### src/rtl/clk_div_ctrl_pkg.sv
// Shared types for the clock divider controller: FSM state encoding and
// the counter command bundle. Benches and other clock controllers import these.
package clk_div_ctrl_pkg;

  typedef enum logic [1:0] {
    ST_IDLE   = 2'd0,
    ST_RUN_LO = 2'd1,
    ST_RUN_HI = 2'd2
  } state_e;

  typedef struct packed {
    logic load;
    logic inc;
  } cnt_cmd_t;

endpackage

### src/rtl/clk_div_ctrl_hp_counter.sv
// Half-period counter: clears on load, steps on inc, and flags the last
// cycle of the current half-period (cnt == hp-1).
module clk_div_ctrl_hp_counter
  import clk_div_ctrl_pkg::*;
#(
  parameter int WIDTH = 8
) (
  input  logic             clk,
  input  logic             rst_n,
  input  cnt_cmd_t         cmd,
  input  logic [WIDTH-1:0] hp,
  output logic             term
);

  logic [WIDTH-1:0] cnt_q, cnt_d;

  always_comb begin
    cnt_d = cnt_q;
    if (cmd.load)     cnt_d = '0;
    else if (cmd.inc) cnt_d = cnt_q + WIDTH'(1);
  end

  always_ff @(posedge clk or negedge rst_n) begin
    if (!rst_n) cnt_q <= '0;
    else        cnt_q <= cnt_d;
  end

  // hp is never 0 (saturated on accept), so hp-1 cannot wrap
  assign term = (cnt_q == hp - WIDTH'(1));

endmodule

### src/rtl/clk_div_ctrl.sv
// Programmable 50%-duty clock divider. Half-period changes are staged while
// running and only take effect at the falling edge, so periods are never cut.
module clk_div_ctrl
  import clk_div_ctrl_pkg::*;
#(
  parameter int WIDTH    = 8,
  parameter int RESET_HP = 1
) (
  input  logic             clk,
  input  logic             rst_n,
  input  logic             en,
  input  logic             cfg_valid,
  input  logic [WIDTH-1:0] cfg_hp,
  output logic             cfg_ready,
  output logic             clk_out,
  output logic             tick,
  output logic             busy
);

  localparam logic [WIDTH-1:0] RST_HP = (RESET_HP < 1) ? WIDTH'(1) : WIDTH'(RESET_HP);

  state_e           state_q, state_d;
  logic [WIDTH-1:0] active_hp_q, active_hp_d;
  logic [WIDTH-1:0] pend_hp_q, pend_hp_d;
  logic             pend_v_q, pend_v_d;
  logic             clk_out_q, clk_out_d;
  logic             tick_q, tick_d;
  logic             busy_q, busy_d;

  cnt_cmd_t         cnt_cmd;
  logic             cnt_term;
  logic             period_end;
  logic             cfg_acc;
  logic [WIDTH-1:0] hp_sat;

  clk_div_ctrl_hp_counter #(.WIDTH(WIDTH)) u_cnt (
    .clk  (clk),
    .rst_n(rst_n),
    .cmd  (cnt_cmd),
    .hp   (active_hp_q),
    .term (cnt_term)
  );

  // State register
  always_ff @(posedge clk or negedge rst_n) begin
    if (!rst_n) state_q <= ST_IDLE;
    else        state_q <= state_d;
  end

  // Next state and counter control
  always_comb begin
    state_d     = state_q;
    cnt_cmd     = '0;
    unique case (state_q)
      ST_IDLE: begin
        if (en) begin
          state_d      = ST_RUN_LO;
          cnt_cmd.load = 1'b1;
        end
      end
      ST_RUN_LO: begin
        if (cnt_term) begin
          state_d      = ST_RUN_HI;
          cnt_cmd.load = 1'b1;
        end else begin
          cnt_cmd.inc  = 1'b1;
        end
      end
      ST_RUN_HI: begin
        // en is only honoured here, so a full low+high period always completes
        if (cnt_term) begin
          state_d      = en ? ST_RUN_LO : ST_IDLE;
          cnt_cmd.load = 1'b1;
        end else begin
          cnt_cmd.inc  = 1'b1;
        end
      end
      default: state_d = ST_IDLE;
    endcase
  end

  // Registered outputs, all derived from the next state
  always_comb begin
    clk_out_d = (state_d == ST_RUN_HI);
    tick_d    = (state_q == ST_RUN_LO) && (state_d == ST_RUN_HI);
    busy_d    = (state_d != ST_IDLE);
  end

  assign period_end = (state_q == ST_RUN_HI) && cnt_term;
  assign cfg_ready  = !pend_v_q;
  assign cfg_acc    = cfg_valid && !pend_v_q;
  assign hp_sat     = (cfg_hp == '0) ? WIDTH'(1) : cfg_hp;

  // Config staging; apply and accept are exclusive because accept needs !pend_v_q
  always_comb begin
    active_hp_d = active_hp_q;
    pend_hp_d   = pend_hp_q;
    pend_v_d    = pend_v_q;
    if (period_end && pend_v_q) begin
      active_hp_d = pend_hp_q;
      pend_v_d    = 1'b0;
    end
    if (cfg_acc) begin
      if (state_q == ST_IDLE) begin
        active_hp_d = hp_sat;
      end else begin
        pend_hp_d   = hp_sat;
        pend_v_d    = 1'b1;
      end
    end
  end

  always_ff @(posedge clk or negedge rst_n) begin
    if (!rst_n) begin
      active_hp_q <= RST_HP;
      pend_hp_q   <= '0;
      pend_v_q    <= 1'b0;
      clk_out_q   <= 1'b0;
      tick_q      <= 1'b0;
      busy_q      <= 1'b0;
    end else begin
      active_hp_q <= active_hp_d;
      pend_hp_q   <= pend_hp_d;
      pend_v_q    <= pend_v_d;
      clk_out_q   <= clk_out_d;
      tick_q      <= tick_d;
      busy_q      <= busy_d;
    end
  end

  assign clk_out = clk_out_q;
  assign tick    = tick_q;
  assign busy    = busy_q;

endmodule

### config.mk
export PLATFORM = sky130hd
export DESIGN_NAME = clk_div_ctrl
export DESIGN_NICKNAME = d
export VERILOG_FILES = /design/src/rtl/clk_div_ctrl_pkg.sv /design/src/rtl/clk_div_ctrl_hp_counter.sv /design/src/rtl/clk_div_ctrl.sv
export SDC_FILE = /design/constraint.sdc
export NUM_CORES = 1
export LEC_CHECK = 0
export ABC_AREA = 1
export ABC_CLOCK_PERIOD_IN_PS = 6650
export BUFFER_PORTS_ARGS = -buffer_cell sky130_fd_sc_hd__clkbuf_2
export CORE_ASPECT_RATIO = 0.9
export CORE_MARGIN = 2
export CORE_UTILIZATION = 25
export DETAILED_ROUTE_END_ITERATION = 8
export GPL_TIMING_DRIVEN = 0
export SYNTH_ARGS = -nofsm -noshare
export SYNTH_HDL_FRONTEND = slang
export SYNTH_HIERARCHICAL = 1
export SYNTH_SLANG_ARGS = --single-unit
### constraint.sdc
create_clock -name clk -period 6.65 [get_ports clk]
set_input_delay 0.9975 -clock clk [delete_from_list [all_inputs] [get_ports clk]]
set_output_delay 0.9975 -clock clk [all_outputs]
set_load 0.02 [all_outputs]
==> Word level (Yosys, flattened, before mapping) <==
Cells that the tools add are included.
{ "totals": {"input_bits": 12, "latchBits": 0, "output_inout_bits": 4, "mem_bits_rw": 0, "mem_bits_ro": 0, "ff_bits": 30, "memories": 0} }
{ "classes": {"shift": 0, "n_mul": 0, "addsub": 2, "mux": 19, "n_div": 0, "magnitude_cmp": 0, "n_bitwise": 1, "n_reduce_logical": 11, "eq_ne": 4} }
{ "op_table": {"columns": ["cell", "count"], "rows": [
  ["8-bit two-way mux", 6],
  ["8-bit by 1-bit adder with 8-bit output, second input constant", 1],
  ["8-bit equality test", 1],
  ["8-bit zero test", 1],
  ["1-bit two-way mux", 8],
  ["8-bit by 1-bit subtractor with 8-bit output, second input constant", 1],
  ["2-bit two-way mux", 3],
  ["2-bit case mux with 3 select lines", 1],
  ["2-bit equality test, second input constant", 2],
  ["1-bit logical AND", 4],
  ["2-bit nonzero test", 2],
  ["2-bit by 1-bit equality test with 1-bit output, second input constant", 1],
  ["2-bit zero test", 1],
  ["1-bit case mux with 2 select lines", 1],
  ["2-bit AND reduction", 1],
  ["2-bit OR reduction", 1],
  ["1-bit zero test", 1],
  ["1-bit NOT", 1]
]} }

==> Depth between registers and ports, before layout <==
{ "logic_depth": {"depth_word": 7, "mapped_depth": 17, "ltp_nobuf": 17} }

==> Modules after synthesis <==
The synthesis kept the hierarchy.
{ "by_module_without_submodules": {"columns": ["module", "instances", "area_per_inst_um2", "seq_area_each_um2", "cells_per_inst"], "rows": [
  ["clk_div_ctrl", 1, 1096.1, 551.8, 126],
  ["clk_div_ctrl_hp_counter", 1, 719.4, 200.2, 115]
]} }

==> Worst setup path before layout <==
Ideal clock, no wire load.
{ "synth_timing": {"path_type": "register to register", "startpoint": "reg active_hp_q[0]", "endpoint": "reg u_cnt.cnt_q[6]", "setup_slack_ps": 4201, "setup_time_ps": 122, "period_less_slack_ps": 2449, "t_arrival_ps": 2327, "path_stages_with_launch": 15, "path_cell_list": "dfstp_2 > inv_1 > ha_1 > xor2_1 > nand3_1 > nor2_1 > nand3_1 > nor2_1 > nand2_1 > a21oi_1 > nor2_2 > nor2_4 > nand3_2 > nor3_1 > nor2_1"} }
{ "synth_lines": {"columns": ["item", "line", "text"], "rows": [
  ["start: declaration", "clk_div_ctrl.sv:23", "logic [WIDTH-1:0] active_hp_q, active_hp_d;"],
  ["start signal: assignment", "clk_div_ctrl.sv:122", "active_hp_q <= active_hp_d;"],
  ["end signal: assignment", "clk_div_ctrl_hp_counter.sv:25", "else cnt_q <= cnt_d;"],
  ["end: declaration", "clk_div_ctrl_hp_counter.sv:15", "logic [WIDTH-1:0] cnt_q, cnt_d;"]
]} }

==> parameters.txt <==
Parameter                              Value

Setup path
  Most frequent cell on the critical path    nor2_1
  R2r startpoint    active_hp_q[0]
  Internal reg-to-reg setup slack    3790 ps
  Worst Reg-to-Reg Cells    15
  Cell-by-cell listing of the critical path    inv_1 > ha_1 > xor2_1 > nand3_1 > nor2_1 > nand3_1 > nor2_1 > nand2_1 > a21oi_1 > nor2_2 > nor2_4 > nand3_2 > o21ai_1 > nand2_1 > nor2_1
  Terminus of the critical flop-to-flop path    u_cnt/cnt_q[6]
  Arrival time of data at the critical path endpoint    3070 ps
  Kind of start point of the critical path    flop
  Peak per-stage delay on the critical path    580 ps
  Critical path required time    6860 ps
  Endpoint kind of the worst setup timing path    flop
  Crit Path Class    reg2reg
  Maximum fanout along the worst path    6
  Slowest CP cell    dfstp_2

Clock tree
  CTS buffer count    5
  Buffer type at the clock tree root    clkbuf_8
  H-tree levels    2
  Maximum number of buffers from clock root to sink    2
  CTS resizes    0
  CTS tree    built
  Number of buffers inserted by hold repair at cts    0
  Clk pin slew, worst setup/hold paths    60 ps
  Clock network latency to the later pin of the worst-skew pair    280 ps
  Sink count of the clock tree    30
  Post-CTS repair timing setup buffer count    0

Worst hold path
  Worst hold path depth    2
  Hold-critical path endpoint    pend_hp_q[1]
  Path type of the worst min-delay path    reg2reg
  Worst min-delay path startpoint    pend_hp_q[1]

Job
  Max-capacitance violation count    0

STA
  Final worst hold slack    approximately 480 ps
  Endpoints failing setup    0
  Shortest period the worst path allows    2860 ps
  Clock skew after layout    ~8.0 ps
  Accumulated negative setup slack    0 ps
  RSZ-0062 raised after global routing    false
  Number of max-slew violations in the final report    0
  Fin worst setup slack    3790 ps
  Highest clock frequency the design can meet    349.7 MHz
  Slew at the pin closest to its max-slew limit    between 700 and 800 ps
  Final hold violations    0
  Worst max-slew margin expressed relative to the limit    0.4905
  Final worst path period share    0.4301

Power and ir drop
  Max rail drop VDD    0.08892 mV
  Share of power burned in the clock network    0.482
  Part of the power in registers    0.490
  PwrDens    176.1 nW/um2
  Part of the power in combinational logic    0.028
  Switching power as a share of total power    0.2007
  Net switching power    0.07470 mW
  Cell internal power dissipation    0.2975 mW
  Total Power Consumption    0.3722 mW
  Static leakage power    about 1.1 nW

Finish
  Number of filler instances in the final layout    just under 800
  Fraction of the core area covered by cells at the end of the flow    0.3002
  Most frequent cells in the layout    nand2_1 (57), inv_1 (34), dfrtp_1 (29), nor2_1 (27), nand3_1 (22)
  Final #Nets    282
  Share of post-route cells with drive strength above 1    0.1667
  Most common library cell in the layout ignoring fill and taps    nand2_1
  N_diodes    0
  Area Growth Syn to Fin    16.40%

Route
  Via/cell ratio    roughly 4.3
  Routed Wire Length    between 3000 and 4000 um
  Starting DRT DRC Count    74
  Post-DR wirelength/cell    around 10 um
  Overall via count from detail_route    1,532
  Antenna-violating nets left    0
  Detailed-route DRC error count    0
  Count of TritonRoute iterations in the first routing pass    4

Synth
  Portion of the post-synthesis area used by sequential elements    0.4142
  Area of the mapped netlist    between 1500 and 2000 um2
  Synthesis-stage register bit count    30
  Average size of a mapped cell    7.533 um2
  Total number of yosys warnings    6
  Number of instances in the synthesized netlist    241
  Number of distinct standard cells referenced by the synthesized netlist    27
  Nets in the synthesized netlist    260

Global routing
  Initial antenna violation count    0
  Largest net degree at the start of global routing    31
  Remaining Overflow, GRT    0
  Overall Global Routing Usage    0.1030
  Via count of the first global-routing pass    1,496
  Wire length of the first global-routing pass    6603 um

Die
  Die extent in y    84.85 um
  Initial Util    0.2579
  Die width    93.83 um
  Number of top-level pins    16
  Number of standard-cell rows in the floorplan    29
  Die area    7961 um2
  CORE AREA    a little over 7000 um2

Run status
  Status    complete, no violations

Placement
  Placed wire-length estimate after detailed placement    2791 um
  Routability-driven placement congestion ratio    0.7777
  Port Buf Inserts    15
  DP Worst Slack    3820 ps
[worst max-delay path, delay by kind of cell (launching register included)]
family          cells  cell delay (ps)
compound gates      2              440
fa+ha+maj           1              300
simple gates       10             1240
flops               1              580
xor+xnor            1              130
buf+inv             1               90
[power by group through the flow]
| stage | combinational [mW] | sequential [mW] | clock (mW) |
|---|---|---|---|
| 6_report | 0.0103 | 0.183 | 0.179 |
| 5_1_grt | 0.0122 | 0.182 | 0.192 |
| 4_1_cts | 0.0107 | 0.183 | 0.184 |
| 3_5_place_dp | 0.0106 | 0.186 | 0 |
| 3_3_place_gp | 0.0106 | 0.186 | 0 |
| 2_1_floorplan | 0.00232 | 0.186 | 0 |
[cell type report]
class                      instances  area [um2]  area share
clock buffer                       7       76.32     0.03612
clock inverter                     1       30.03     0.01421
buffer                             2       18.77    0.008881
sequential                        30       752.0      0.3558
multi-input combinational        171       899.6      0.4257
tap                               93       116.4     0.05506
timing repair buffer              15       75.07     0.03552
inverter                          38       145.1     0.06868
[layer usage]
metal / vias to the layer above / part of all wire / GRT usage
met5: - / 0 / 0
met2: 20 / 0.45 / 0.1597
met3: 5 / 0.032 / 0.02664
met1: 700 / 0.50 / 0.1382
li1: 807 / - / -
met4: 0 / 0.016 / 0.03953
[through the flow]
stage               cells  area (um2)
floorplan             241        1815
finish                357        2113
global route          357        2113
CTS                   357        2113
detailed placement    349        2007
global placement      349        2007
[cell families after synthesis]
kind of cell	share of synthesized area
simple gates	0.2915
buf+inv	0.09028
compound gates	0.1172
flops	0.4142
xor+xnor	0.03860
fa+ha+maj	0.04824
[state kept, by name, summed over array words and instances, names as in the netlist]
name and flops:
pend_hp_q 8, active_hp_q 8, clk_out 1, tick 1
u_cnt/cnt_q 8, state_q 2, pend_v_q 1, busy 1
[worst max-delay path by stage]
stage                   startpoint              to
floorplan           active_hp_q[0]  u_cnt/cnt_q[6]
global placement    active_hp_q[0]  u_cnt/cnt_q[5]
detailed placement  active_hp_q[0]  u_cnt/cnt_q[6]
CTS                 active_hp_q[0]  u_cnt/cnt_q[6]
global route        active_hp_q[0]  u_cnt/cnt_q[6]
finish              active_hp_q[0]  u_cnt/cnt_q[6]
[synthesized netlist by cell type]
cell       n  area share
nand3_1   22       0.061
nor2_4     2       0.012
xnor2_1    3       0.014
o21ai_2    6       0.029
o21ai_0   14       0.039
nand2_2    2      0.0069
nand3_2    1      0.0055
a21oi_1    6       0.017
nor2_2     4       0.014
inv_1     34       0.070
o22ai_1    6       0.021
dfrtp_1   29        0.40
nor3_1     2      0.0055
inv_4      1      0.0034
a211oi_1   1      0.0041
buf_6      1      0.0062
nand3b_1   1      0.0041
o21ai_1    3      0.0083
buf_4      1      0.0041
nand2_1   57        0.12
xor2_1     5       0.024
nor2_1    27       0.056
ha_1       7       0.048
nand4_1    1      0.0034
inv_2      3      0.0062
dfstp_2    1       0.014
nor3_2     1      0.0055
Power figures use the tool's default switching activity.
